[src/rtl/se_sram_srw_arbiter_pkg.sv]
// ----------------------------------------------------------------------------
// se_sram_srw_arbiter_pkg
// Shared definitions for the se_sram_srw round-robin arbiter.
//   access_t : encoding of the SRAM read_not_write strobe (READ=1, WRITE=0)
//   clog2    : ceiling log2, used by instantiators to derive idx_width
// ----------------------------------------------------------------------------
package se_sram_srw_arbiter_pkg;

    typedef enum logic {
        ACCESS_WRITE = 1'b0,
        ACCESS_READ  = 1'b1
    } access_t;

    // Returns the number of bits needed to index 'value' items (minimum 1).
    function automatic int unsigned clog2(input int unsigned value);
        int unsigned bits;
        int unsigned span;
        bits = 0;
        span = 1;
        while (span < value) begin
            span = span << 1;
            bits = bits + 1;
        end
        if (bits == 0) begin
            bits = 1;
        end
        return bits;
    endfunction

endpackage : se_sram_srw_arbiter_pkg

[src/rtl/se_sram_rr_picker.sv]
// ----------------------------------------------------------------------------
// se_sram_rr_picker
// Combinational round-robin selector. Searches req starting at the requester
// after last_grant and wrapping around, returning the first asserted one.
//   req           in  num_req    pending requests
//   last_grant    in  idx_width  requester granted most recently
//   any           out 1          at least one request pending
//   winner        out idx_width  index of the selected requester
//   winner_onehot out num_req    one-hot form of winner (zero when !any)
// ----------------------------------------------------------------------------
module se_sram_rr_picker
    import se_sram_srw_arbiter_pkg::*;
#(
    parameter int unsigned num_req   = 4,
    parameter int unsigned idx_width = 2
) (
    input  logic [num_req-1:0]   req,
    input  logic [idx_width-1:0] last_grant,
    output logic                 any,
    output logic [idx_width-1:0] winner,
    output logic [num_req-1:0]   winner_onehot
);

    localparam logic [idx_width-1:0] LAST_IDX = idx_width'(num_req - 1);

    logic [idx_width-1:0] scan_idx;

    // scan_idx walks the ring once, beginning just after last_grant; the
    // first hit wins and later hits are ignored.
    always_comb begin
        any           = 1'b0;
        winner        = '0;
        winner_onehot = '0;
        scan_idx      = (last_grant == LAST_IDX) ? '0 : last_grant + 1'b1;
        for (int unsigned k = 0; k < num_req; k++) begin
            if (!any && req[scan_idx]) begin
                any                     = 1'b1;
                winner                  = scan_idx;
                winner_onehot[scan_idx] = 1'b1;
            end
            scan_idx = (scan_idx == LAST_IDX) ? '0 : scan_idx + 1'b1;
        end
    end

endmodule : se_sram_rr_picker

[src/rtl/se_sram_srw_arbiter.sv]
// ----------------------------------------------------------------------------
// se_sram_srw_arbiter
// Round-robin arbiter sharing one single-port SRAM (se_sram_srw) between
// num_req requesters; one access accepted per enabled cycle.
//   sram_clock, sram_clock__enable, sram_reset_n : clock, enable, async reset (low)
//   req / req_read_not_write / req_address / req_write_data : per-requester
//       request, packed with requester i at [i*width +: width]
//   ack          : one-hot, combinational; the request is taken at this edge
//   rdata_valid  : one-hot, registered; owner of the current rdata
//   rdata        : SRAM read data, passed straight through
//   sram_select / sram_read_not_write / sram_address / sram_write_data :
//       registered SRAM command outputs
//   sram_data_in : SRAM data_out
// A read accepted at enabled edge E0 is issued to the SRAM at E0, performed
// by the SRAM at the next enabled edge, and flagged on rdata_valid then.
// ----------------------------------------------------------------------------
module se_sram_srw_arbiter
    import se_sram_srw_arbiter_pkg::*;
#(
    parameter int unsigned address_width = 16,
    parameter int unsigned data_width    = 8,
    parameter int unsigned num_req       = 4,
    parameter int unsigned idx_width     = 2
) (
    input  logic                              sram_clock,
    input  logic                              sram_clock__enable,
    input  logic                              sram_reset_n,
    input  logic [num_req-1:0]                req,
    input  logic [num_req-1:0]                req_read_not_write,
    input  logic [num_req*address_width-1:0]  req_address,
    input  logic [num_req*data_width-1:0]     req_write_data,
    output logic [num_req-1:0]                ack,
    output logic [num_req-1:0]                rdata_valid,
    output logic [data_width-1:0]             rdata,
    output logic                              sram_select,
    output logic                              sram_read_not_write,
    output logic [address_width-1:0]          sram_address,
    output logic [data_width-1:0]             sram_write_data,
    input  logic [data_width-1:0]             sram_data_in
);

    localparam logic [idx_width-1:0] LAST_IDX = idx_width'(num_req - 1);

    logic [idx_width-1:0]     last_grant;
    logic [num_req-1:0]       rd_pend;

    logic                     pick_any;
    logic [idx_width-1:0]     pick_idx;
    logic [num_req-1:0]       pick_onehot;

    access_t                  mux_access;
    logic [address_width-1:0] mux_address;
    logic [data_width-1:0]    mux_write_data;

    se_sram_rr_picker #(
        .num_req   (num_req),
        .idx_width (idx_width)
    ) u_picker (
        .req           (req),
        .last_grant    (last_grant),
        .any           (pick_any),
        .winner        (pick_idx),
        .winner_onehot (pick_onehot)
    );

    // Acceptance happens only on an enabled edge outside reset.
    always_comb begin
        ack = '0;
        if (sram_reset_n && sram_clock__enable && pick_any) begin
            ack = pick_onehot;
        end
    end

    // AND-OR request mux keyed by the one-hot winner.
    always_comb begin
        mux_access     = ACCESS_WRITE;
        mux_address    = '0;
        mux_write_data = '0;
        for (int unsigned i = 0; i < num_req; i++) begin
            if (pick_onehot[i]) begin
                mux_access     = access_t'(req_read_not_write[i]);
                mux_address    = req_address[i*address_width +: address_width];
                mux_write_data = req_write_data[i*data_width +: data_width];
            end
        end
    end

    always_ff @(posedge sram_clock or negedge sram_reset_n) begin
        if (!sram_reset_n) begin
            sram_select         <= 1'b0;
            sram_read_not_write <= 1'b0;
            sram_address        <= '0;
            sram_write_data     <= '0;
            last_grant          <= LAST_IDX;
            rd_pend             <= '0;
            rdata_valid         <= '0;
        end else if (sram_clock__enable) begin
            // The SRAM performs last cycle's command at this edge, so its
            // read owner becomes visible together with the data.
            rdata_valid <= rd_pend;
            if (pick_any) begin
                sram_select         <= 1'b1;
                sram_read_not_write <= (mux_access == ACCESS_READ);
                sram_address        <= mux_address;
                sram_write_data     <= mux_write_data;
                last_grant          <= pick_idx;
                rd_pend             <= (mux_access == ACCESS_READ) ? pick_onehot : '0;
            end else begin
                sram_select <= 1'b0;
                rd_pend     <= '0;
            end
        end
    end

    assign rdata = sram_data_in;

endmodule : se_sram_srw_arbiter

[config.mk]
export PLATFORM = sky130hd
export DESIGN_NAME = se_sram_srw_arbiter
export DESIGN_NICKNAME = d
export VERILOG_FILES = /design/src/rtl/se_sram_srw_arbiter_pkg.sv /design/src/rtl/se_sram_rr_picker.sv /design/src/rtl/se_sram_srw_arbiter.sv
export SDC_FILE = /design/constraint.sdc
export NUM_CORES = 1
export LEC_CHECK = 0
export BUFFER_PORTS_ARGS = -buffer_cell sky130_fd_sc_hd__clkbuf_2
export CORE_MARGIN = 1
export CORE_UTILIZATION = 45
export CTS_CLUSTER_DIAMETER = 40
export DETAILED_ROUTE_END_ITERATION = 10
export HOLD_SLACK_MARGIN = 0.15
export PLACE_DENSITY_LB_ADDON = 0.25
export SLEW_MARGIN = 30
export SYNTH_ARGS = -nofsm -noshare
export SYNTH_HDL_FRONTEND = slang
export SYNTH_SLANG_ARGS = --single-unit
[constraint.sdc]
create_clock -name sram_clock -period 8.4 [get_ports sram_clock]
set_clock_uncertainty 0.1 [all_clocks]
set_input_delay 2.52 -clock sram_clock [delete_from_list [all_inputs] [get_ports sram_clock]]
set_output_delay 2.52 -clock sram_clock [all_outputs]
set_load 0.05 [all_outputs]
* Word-level counts from Yosys, hierarchy flattened *
Index checks and enable logic that the tools add are counted.

operators by class
  add/subtract/negate cells = 4
  order comparisons = 8
  equal/unequal tests = 4
  multiplexer cells = 48
  bitwise gates (word level) = 3
  reductions and logical operators = 13

operator list
  kind                 count
  $mux 16              4
  $mux 8               4
  $mux 4               7
  $mux 1               17
  $mux 2               8
  $lt 2x3->1 const B   4
  $or 4x4->4           3
  $logic_and 1x1->1    9
  $add 2x1->2 const B  4
  $bmux 1 s2           4
  $demux 1 s2          4
  $eq 2x2->1 const B   4
  $ge 2x1->1 const B   4
  $logic_not 1->1      3
  $reduce_and 2->1     1

storage, ports and cells
  bits in registers = 36
  input port bits = 115
  output and inout bits = 42
  word-level logic and storage cells = 87

* Longest topological paths before layout *
  depth after elaboration = 20
  depth in mapped cells = 11

* Modules after synthesis *
From an unflattened synthesis, not the netlist that was laid out.

unflattened totals
  cells, all modules = 354
  area total of the unflattened synthesis = 2941.6 um^2

by module, submodules not included
  module               instances  cells an instance  area each (um^2)  seq. area each (um^2)
  se_sram_srw_arbiter  1          260                2250.9            903.4
  se_sram_rr_picker    1          94                 690.7             0.0

* Least setup slack after synthesis *
No wires, ideal clock.

  kind = input port to output port
  start = input req[2]
  end = output ack[1]
  arrival time = 4919 ps
  data required time = 5780 ps
  path slack = 861 ps
  stages on the path = 7
  cells stage by stage = buf_2 -> or4b_2 -> o21ai_0 -> a22oi_1 -> o221ai_2 -> clkbuf_1 -> nor2b_1

on the way
  cells in the longest elaborated chain, start to end = 14
  elaborated cells between the ends (all ways) = 27
  classes of those cells = mux (17); bitwise (3); reduce/logical (7)

ends and longest elaborated chain
  item                          RTL line                   text
  from (decl)                   se_sram_srw_arbiter.sv:28  input logic [num_req-1:0] req,
  $bmux 1 s2                    se_sram_rr_picker.sv:36    if (!any && req[scan_idx]) begin
  $mux 1 (not written as such)  se_sram_rr_picker.sv:36
  $mux 1                        se_sram_rr_picker.sv:36
  $logic_not 1->1               se_sram_rr_picker.sv:36
  $logic_and 1x1->1             se_sram_rr_picker.sv:36
  $mux 1                        se_sram_rr_picker.sv:36
  $logic_not 1->1               se_sram_rr_picker.sv:36
  $logic_and 1x1->1             se_sram_rr_picker.sv:36
  $mux 1                        se_sram_rr_picker.sv:36
  $logic_not 1->1               se_sram_rr_picker.sv:36
  $logic_and 1x1->1             se_sram_rr_picker.sv:36
  $mux 1                        se_sram_rr_picker.sv:36
  $logic_and 1x1->1             se_sram_srw_arbiter.sv:69  if (sram_reset_n && sram_clock__enable && pick_any) begin
  $mux 4 (*)                    se_sram_srw_arbiter.sv:69
  to (decl)                     se_sram_srw_arbiter.sv:32  output logic [num_req-1:0] ack,

Every way passes the cells marked *; elsewhere a longest branch is shown, timed or not. The select of a mux whose other input is x is not followed.

* Final worst setup path *
  start = input req[1]
  end = output ack[0]

The elaborated chain is that of the path after synthesis.

==> impl_metrics.json <==
{
  "nFillCells": 515,
  "overflow": 0,
  "status": "finished, final reports clean",
  "worst_pin_slew_ps": 731,
  "grt_pass1_wl_um": 12800,
  "synth_adder_area_share_pct": 3.24,
  "dpl.hpwl_um": 5890,
  "cp.required_ps": 5780,
  "ff2ff_path_depth": 10,
  "finalMaxSlewViolations": 0,
  "ios": 157,
  "layout.nets": 538,
  "cts_hold_buf": 0,
  "vias": 2891,
  "power.leakage_nw": 1.66,
  "netlist.area_leader.share_pct": 31.5,
  "drive_above_1_share_pct": 42.4,
  "power_density_nw_per_um2": 446,
  "grt_max_degree": 55,
  "synth_area_per_cell_um2": 8.98,
  "synth_top_cell_by_area": "dfrtp_1",
  "rsz0062_at_grt": "no",
  "use_met2_pct": 43.9,
  "place_congestion": 0.923,
  "synth_xor_area_share_pct": 0,
  "setup_viol": 0,
  "start_util_pct": 47.9,
  "finalHoldViolations": 0,
  "critPathCaptureType": "output pin",
  "busiest_layer": "met2",
  "grt_pass1_vias": 2674,
  "r2r_slack_ps": 4500,
  "synth_edf_count": 0,
  "via_per_inst": 5.91,
  "diodes": 0,
  "yosysUniqueCellTypes": 50,
  "tns_ps": 0,
  "cts-buffers-inserted": 5,
  "cp_max_fo": 11,
  "core_um2": 5640,
  "rr_endpoint": "sram_read_not_write",
  "hold_depth": 2,
  "synth_nets": 423,
  "fin_ws_ps": 1260,
  "max_freq_mhz": 140,
  "synth_compound_area_share_pct": 37.1,
  "syn2layout_area_growth_pct": 29.3,
  "met3_usage_pct": 4.23,
  "cts_setup_buffers": 0,
  "drt_wl_total_um": 8110,
  "min_path_type": "reg2reg",
  "dieArea_um2": 6320,
  "cts_tree": "yes",
  "path_clk_slew_ps": 70,
  "synthCells": 301,
  "worstPathCellList": "clkbuf_2 > or3_1 > o31ai_2 > inv_2 > or3_1 > and2_1 > nor2_1 > clkbuf_2",
  "start_kind": "input pin",
  "cp.arrival_ps": 4520,
  "hp-start": "sram_write_data[1]",
  "insertion_delay_ps": 280,
  "syn-cell-area_um2": 2700,
  "drt_pass1_iterations": 4,
  "postRouteAntennaNets": 0,
  "drv_cap": 0,
  "ctsResizeCount": 0,
  "synthTopCellsByArea": "dfrtp_1 (31%), a221oi_1 (8.1%), a2bb2oi_1 (7.8%)",
  "mostFrequentLayoutCell": "clkbuf_2",
  "max-clock-path-buffers": 2,
  "grt_use_total_pct": 25.8,
  "mostFrequentLayoutCells": "clkbuf_2 (140), dfrtp_1 (34), nand2_1 (31), a221oi_1 (25)",
  "root_buffer": "clkbuf_8",
  "vdd_drop_max_uv": 225,
  "r2r-start": "last_grant[0]",
  "die_w_um": 79.5,
  "antenna_found_initial": 0,
  "ys_seq_area_share_pct": 33.4,
  "layout_min_cycle_time_ps": 7140,
  "cpPeakStageDelay_ps": 470,
  "async_flop_share_pct": 100,
  "io_buffers": 140,
  "path_class": "in2out",
  "synth_simple_gate_area_share_pct": 11.6,
  "yosys_warnings": 0,
  "met1_usage_pct": 33.1,
  "multi_input_area_um2": 1600,
  "core.rowCount": 27,
  "muxShareOfSynthArea_pct": 5.83,
  "dp_slack_ps": 1310,
  "regArea_um2": 903,
  "synth_top_family_by_area": "compound AO/OA/AOI/OAI gates",
  "min_period_over_period_pct": 85.0,
  "synth-seq-cells": 36,
  "avgRoutedWirePerCell_um": 16.6,
  "hold_end": "sram_write_data[1]",
  "slowest_stage": "or3_1",
  "dieHeight_um": 79.5,
  "drc": 0,
  "clock_sinks": 36,
  "htreeDepth": 2,
  "max_slew_margin_pct": 51.1,
  "synth_ff_type": "dfrtp_1",
  "drtIter0Drc": 150
}
==> state kept, by name (all words and copies together) (netlist names) <==
register and flops:
sram_read_not_write 1, sram_address 16, rdata_valid 4, sram_write_data 8, rd_pend 4, last_grant 2
sram_select 1
==> cell families (layout without fill, tap and decap cells) <==
| logic type | after synthesis | in the layout |
|---|---|---|
| fa+ha+maj | 7 | 7 |
| simple gates | 65 | 65 |
| buf+inv | 49 | 165 |
| flops | 36 | 36 |
| mux | 12 | 12 |
| compound gates | 132 | 132 |
==> cells in the mapped netlist (2+ instances only) <==
cell type,n
a21oi_1,5
a221oi_1,25
a22oi_1,3
a2bb2oi_1,24
buf_2,5
buf_4,9
buf_6,2
clkbuf_1,22
dfrtp_1,34
dfstp_2,2
ha_1,7
inv_1,10
mux2_2,6
mux2i_1,3
mux4_2,2
nand2_1,31
nand2b_1,2
nor2_1,10
nor2b_1,7
nor3_1,2
nor4b_1,2
o211ai_1,24
o21a_1,2
o21ai_0,11
o21ai_1,21
o221ai_2,2
o22ai_1,2
o311ai_1,2
or3_1,2
or4_1,2
==> area by class of cell <==
cell class / count / area share [%]
multi-input combinational: 216 / 45.8
sequential: 36 / 25.9
timing repair buffer: 146 / 21.5
tap: 72 / 2.58
clock buffer: 6 / 2.08
inverter: 11 / 1.18
clock inverter: 2 / 1.00
==> stage by stage <==
step / hold slack [ps] / power, mW / utilization [%] / area [um2] / std cells
global placement: 383 / 1.38 / 59.6 / 3360 / 480
floorplan: 361 / 1.16 / - / 2700 / 301
detailed placement: 383 / 1.41 / 59.9 / 3380 / 481
CTS: 407 / 1.56 / 61.8 / 3490 / 489
finish: 403 / 1.56 / 61.9 / 3490 / 489
global route: 434 / 1.67 / 61.9 / 3490 / 489
==> routing by layer <==
| metal | wire [um] | vias up | part of all wire [%] |
|---|---|---|---|
| li1 | - | 1384 | - |
| met1 | 3430 | 1371 | 42 |
| met2 | 4020 | 122 | 50 |
| met3 | 515 | 14 | 6.4 |
| met4 | 139 | 0 | 1.7 |
| met5 | 0 | - | 0 |
==> critical path: cells and delay by family <==
family	cells	cell delay [ps]
compound gates	1	260
buf+inv	3	530
simple gates	4	1190
==> where the power goes <==
part           internal, mW  switching (mW)
Sequential            0.256          0.0494
Clock                0.0881          0.0624
Combinational         0.383           0.721
Total                 0.727           0.832
==> how the worst max path moves through the flow <==
stage	from	endpoint	slack (ps)	depth (start not counted)
2_1_floorplan	req[2]	ack[1]	860	7
3_3_place_gp	req[2]	ack[1]	1380	6
3_5_place_dp	req[0]	ack[0]	1310	8
4_1_cts	req[1]	ack[0]	1290	8
5_1_grt	req[1]	ack[0]	1140	8
6_report	req[1]	ack[0]	1260	8
No activity file was read; power rests on OpenSTA's default activity.
